File: src/rtl/field_halver_pkg.sv
// Shared prime-field constants used by field_halver and field_multiplier.
// Also holds the halver FSM state type.
package field_halver_pkg;

   localparam int F_NBITS = 61;
   localparam logic [F_NBITS-1:0] F_PRIME = 61'h1FFF_FFFF_FFFF_FFFF;
   // (p+1)/2 written so that p+1 never has to fit in F_NBITS bits
   localparam logic [F_NBITS-1:0] F_HALF = (F_PRIME >> 1) + 1'b1;

   typedef enum logic [1:0] {
      ST_IDLE,
      ST_RED,
      ST_HALF
   } state_t;

endpackage

File: src/rtl/field_halver.sv
// Multiplies a field element by 2^-1 mod p.
// Two stages: reduce into 0..p-1, then halve, adding p first if odd.
module field_halver #(
   parameter int F_NBITS = field_halver_pkg::F_NBITS,
   parameter logic [F_NBITS-1:0] F_PRIME = field_halver_pkg::F_PRIME
) (
   input  logic               clk,
   input  logic               rstb,
   input  logic               en,
   input  logic [F_NBITS-1:0] a,
   output logic               ready,
   output logic               ready_pulse,
   output logic [F_NBITS-1:0] c
);

   import field_halver_pkg::*;

   state_t             state_q, state_d;
   logic [F_NBITS-1:0] a_q, a_d;
   logic [F_NBITS-1:0] r_q, r_d;
   logic [F_NBITS-1:0] c_q, c_d;
   logic               pulse_q, pulse_d;
   logic [F_NBITS:0]   sum;

   // One extra bit keeps the carry of r + p when r is odd
   always_comb begin
      sum = {1'b0, r_q};
      if (r_q[0]) begin
         sum = {1'b0, r_q} + {1'b0, F_PRIME};
      end
   end

   always_comb begin
      state_d = state_q;
      a_d     = a_q;
      r_d     = r_q;
      c_d     = c_q;
      pulse_d = 1'b0;
      unique case (state_q)
         ST_IDLE: begin
            if (en) begin
               a_d     = a;
               state_d = ST_RED;
            end
         end
         ST_RED: begin
            if (a_q >= F_PRIME) begin
               r_d = a_q - F_PRIME;
            end else begin
               r_d = a_q;
            end
            state_d = ST_HALF;
         end
         ST_HALF: begin
            c_d     = sum[F_NBITS:1];
            pulse_d = 1'b1;
            state_d = ST_IDLE;
         end
         default: begin
            state_d = ST_IDLE;
         end
      endcase
   end

   always_ff @(posedge clk) begin
      if (rstb) begin
         state_q <= ST_IDLE;
         a_q     <= '0;
         r_q     <= '0;
         c_q     <= '0;
         pulse_q <= 1'b0;
      end else begin
         state_q <= state_d;
         a_q     <= a_d;
         r_q     <= r_d;
         c_q     <= c_d;
         pulse_q <= pulse_d;
      end
   end

   assign ready       = (state_q == ST_IDLE);
   assign ready_pulse = pulse_q;
   assign c           = c_q;

endmodule

File: config.mk
export PLATFORM = sky130hd
export DESIGN_NAME = field_halver
export DESIGN_NICKNAME = d
export VERILOG_FILES = /design/src/rtl/field_halver_pkg.sv /design/src/rtl/field_halver.sv
export SDC_FILE = /design/constraint.sdc
export NUM_CORES = 1
export LEC_CHECK = 0
export BUFFER_PORTS_ARGS = -buffer_cell sky130_fd_sc_hd__buf_2
export CAP_MARGIN = 0
export CORE_MARGIN = 4
export CORE_UTILIZATION = 38
export DETAILED_ROUTE_END_ITERATION = 8
export PLACE_DENSITY = 0.56
export SLEW_MARGIN = 20
export SYNTH_ARGS = -nofsm -noshare
export SYNTH_HDL_FRONTEND = slang
export SYNTH_SLANG_ARGS = --single-unit
File: constraint.sdc
create_clock -name clk -period 2.15 [get_ports clk]
set_input_delay 0.43 -clock clk [delete_from_list [all_inputs] [get_ports clk]]
set_output_delay 0.43 -clock clk [all_outputs]
set_load 0.01 [all_outputs]
==> metrics <==
first-pass GRT wire length 25,400 microns; Hold Path Class input pin to flop; IO buf count 126; Vias 5,120; CTS buffer count 17; CP Launch Type flop; die height 136 microns; DPL Wire Length 10,700 microns; worst path cell trace nand4_1, nor4_2, and4_1, a31oi_4, buf_12, a22o_1; Final #Nets between 800 and 900; gpl congestion 0.739; CP max stage cell nor4_2; Final Cycle Share 93.2%; Synth Cell Area about 0.0063 sq mm; Hold Buf Count CTS 0; post-CTS sizing 0; total gr overflow 0; Cells after Synth 707; CTS root buffer clkbuf_16; row count 46; YS warnings 0; WS Path Type flop to flop; CTS tree done; Max Transition Viols Final 0; worst slew pin tran 957 ps; DRT iter0 DRCs 297; post-route ant nets 0; largest family of logic cells by synthesized area compound AO/OA/AOI/OAI gates; compound-gate portion of the synthesized area a little under a fifth; vias in the first global route 5,051; Detailed Routing Iterations Pass 1 4; setup_tns 0 ps; Fmax 499 MHz; vias per cell roughly 5; RSZ-0062 raised after global routing false; P_leak 0.00308 uW; Post-Syn Nets 772; final clock skew 8.78 ps; sequential fraction of the synthesis area 59.4%; final hold vios 0; critical path arrival 2320 ps; Max FO, Critical Path 22; Mean Syn Cell Area 8.86 sq um; Inserted Diodes 0; layout cells sized above 1 around a fifth; flops & latches, synth 186; WL final 16,000 microns; initial core utilization 39.1%; post-DR wirelength/cell 15.5 microns; clk_lat worst skew 430 ps; Area growth syn-to-layout 23.3%; xor/xnor share of the synthesized area 0.140%; final core occ 48.3%; initial antenna violation count 0; gr usage total roughly 18%; Max clock buf depth 2; mux cell area share after synthesis 0.160%; H-tree depth 4; IO Pins around 130; status complete, no violations; Synth Area in Adders 0.200%; simple-gate share of the synthesized area 18.0%; Post-CTS Setup Bufs 0; clock tree sinks 186; setup violators final 0; die area 0.0186 sq mm; Worst IR Drop VDD between 500 and 600 uV; max incr delay on CP 380 ps; Critical Path End Type flop; Max-Cap Viols 0; Worst EP required about 2500 ps; drc violations 0; clock period minus final worst setup slack between 2000 and 2500 ps; clock-pin slew of the registers on the worst-case setup and hold paths 60 ps; Core ar. 0.0160 sq mm; Pwr Density 916 mW/mm^2; Rel. slew slack 36.0%; Die Width 136 microns; largest net degree at the start of global routing 127; Cell variety after synth 24
-- sequential cells by signal (all words and copies together) (netlist names) --
register / flops
state_q: 2
c: 61
r_q: 61
ready_pulse: 1
a_q: 61
-- worst max-delay path: cells and delay by family, from the launching register on --
kind            cells  cell delay (ps)
buf+inv             1              210
compound gates      2              380
simple gates        3              930
flops               1              370
-- where the power goes --
| part | switching [uW] | internal [uW] |
|---|---|---|
| Clock | 1260 | 1780 |
| Sequential | 74.3 | 3550 |
| Combinational | 261 | 150 |
| Total | 1590 | 5480 |
-- final timing paths --
| path | from | end | slack [ps] | cells after the start |
|---|---|---|---|---|
| worst max-delay path | a_q[13] | r_q[5] | 150 | 6 |
| worst min-delay path | a[25] | a_q[25] | 240 | 3 |
| worst max register to register | a_q[13] | r_q[5] | 150 | 6 |
| worst min register to register | c[37] | c[37] | 450 | 2 |
-- final cells by class --
cell class	instances	area, sq um
Tap cell	216	270
Clock inverter	8	95.1
Sequential cell	186	3720
Fill cell	1596	8280
Multi-Input combinational cell	467	2370
Clock buffer	22	474
Inverter	1	3.75
Timing Repair Buffer	137	791
-- synth_stat cells --
cell / instances / share of area [%]
a211oi_1: 2 / 0.24
a21oi_1: 124 / 9.9
a22o_1: 59 / 8.3
a31oi_1: 1 / 0.10
and2_1: 1 / 0.10
and4_1: 1 / 0.14
buf_2: 5 / 0.40
buf_4: 1 / 0.12
buf_6: 1 / 0.18
clkbuf_1: 46 / 2.8
dfxtp_1: 186 / 59
ha_1: 1 / 0.20
inv_1: 1 / 0.060
mux2i_1: 1 / 0.16
nand2_1: 245 / 15
nand2b_1: 2 / 0.20
nand3_1: 1 / 0.080
nand4_1: 15 / 1.5
nor2_1: 6 / 0.36
nor2b_1: 2 / 0.20
nor3_1: 1 / 0.080
nor4_1: 1 / 0.10
nor4_2: 3 / 0.60
xor2_1: 1 / 0.14
-- per-layer routing --
layer	share of wire, %	global-route usage (%)
met1	47	23.6
met2	45	27.8
met3	6.8	4.74
met4	1.3	5.49
met5	0	0
-- metrics by stage --
step / total power, uW / worst slack [ps] / cell area [sq um] / std cells / hold slack, ps
global route: 7340 / 48.7 / 7720 / 1037 / 232
detailed placement: 4110 / 170 / 7160 / 1007 / 444
CTS: 7140 / 157 / 7720 / 1037 / 226
global placement: 4100 / 219 / 7160 / 1007 / 443
finish: 7070 / 147 / 7720 / 1037 / 240
floorplan: 3920 / 540 / 6260 / 707 / 432
-- kinds of logic after synthesis --
| group | Yosys count |
|---|---|
| xor gates and xnor gates | 1 |
| buffers and inverters | 54 |
| and+or+nand+nor | 278 |
| adders and majority gates | 1 |
| DFF | 186 |
| muxes | 1 |
| AOI/OAI and AO/OA | 186 |
-- placed cells by master (no fill, tap or decap), types with 2 or more instances in the layout --
cell / count
buf_4: 6
clkinv_2: 4
nor4_2: 3
dfxtp_1: 186
bufinv_16: 2
buf_2: 125
a211oi_1: 2
clkbuf_16: 17
clkbuf_8: 3
buf_12: 6
nand2_1: 244
nand4_1: 15
nor2_1: 5
a21oi_1: 123
clkinvlp_4: 2
clkbuf_1: 2
a22o_1: 59
(Power assumes the default switching activity.)
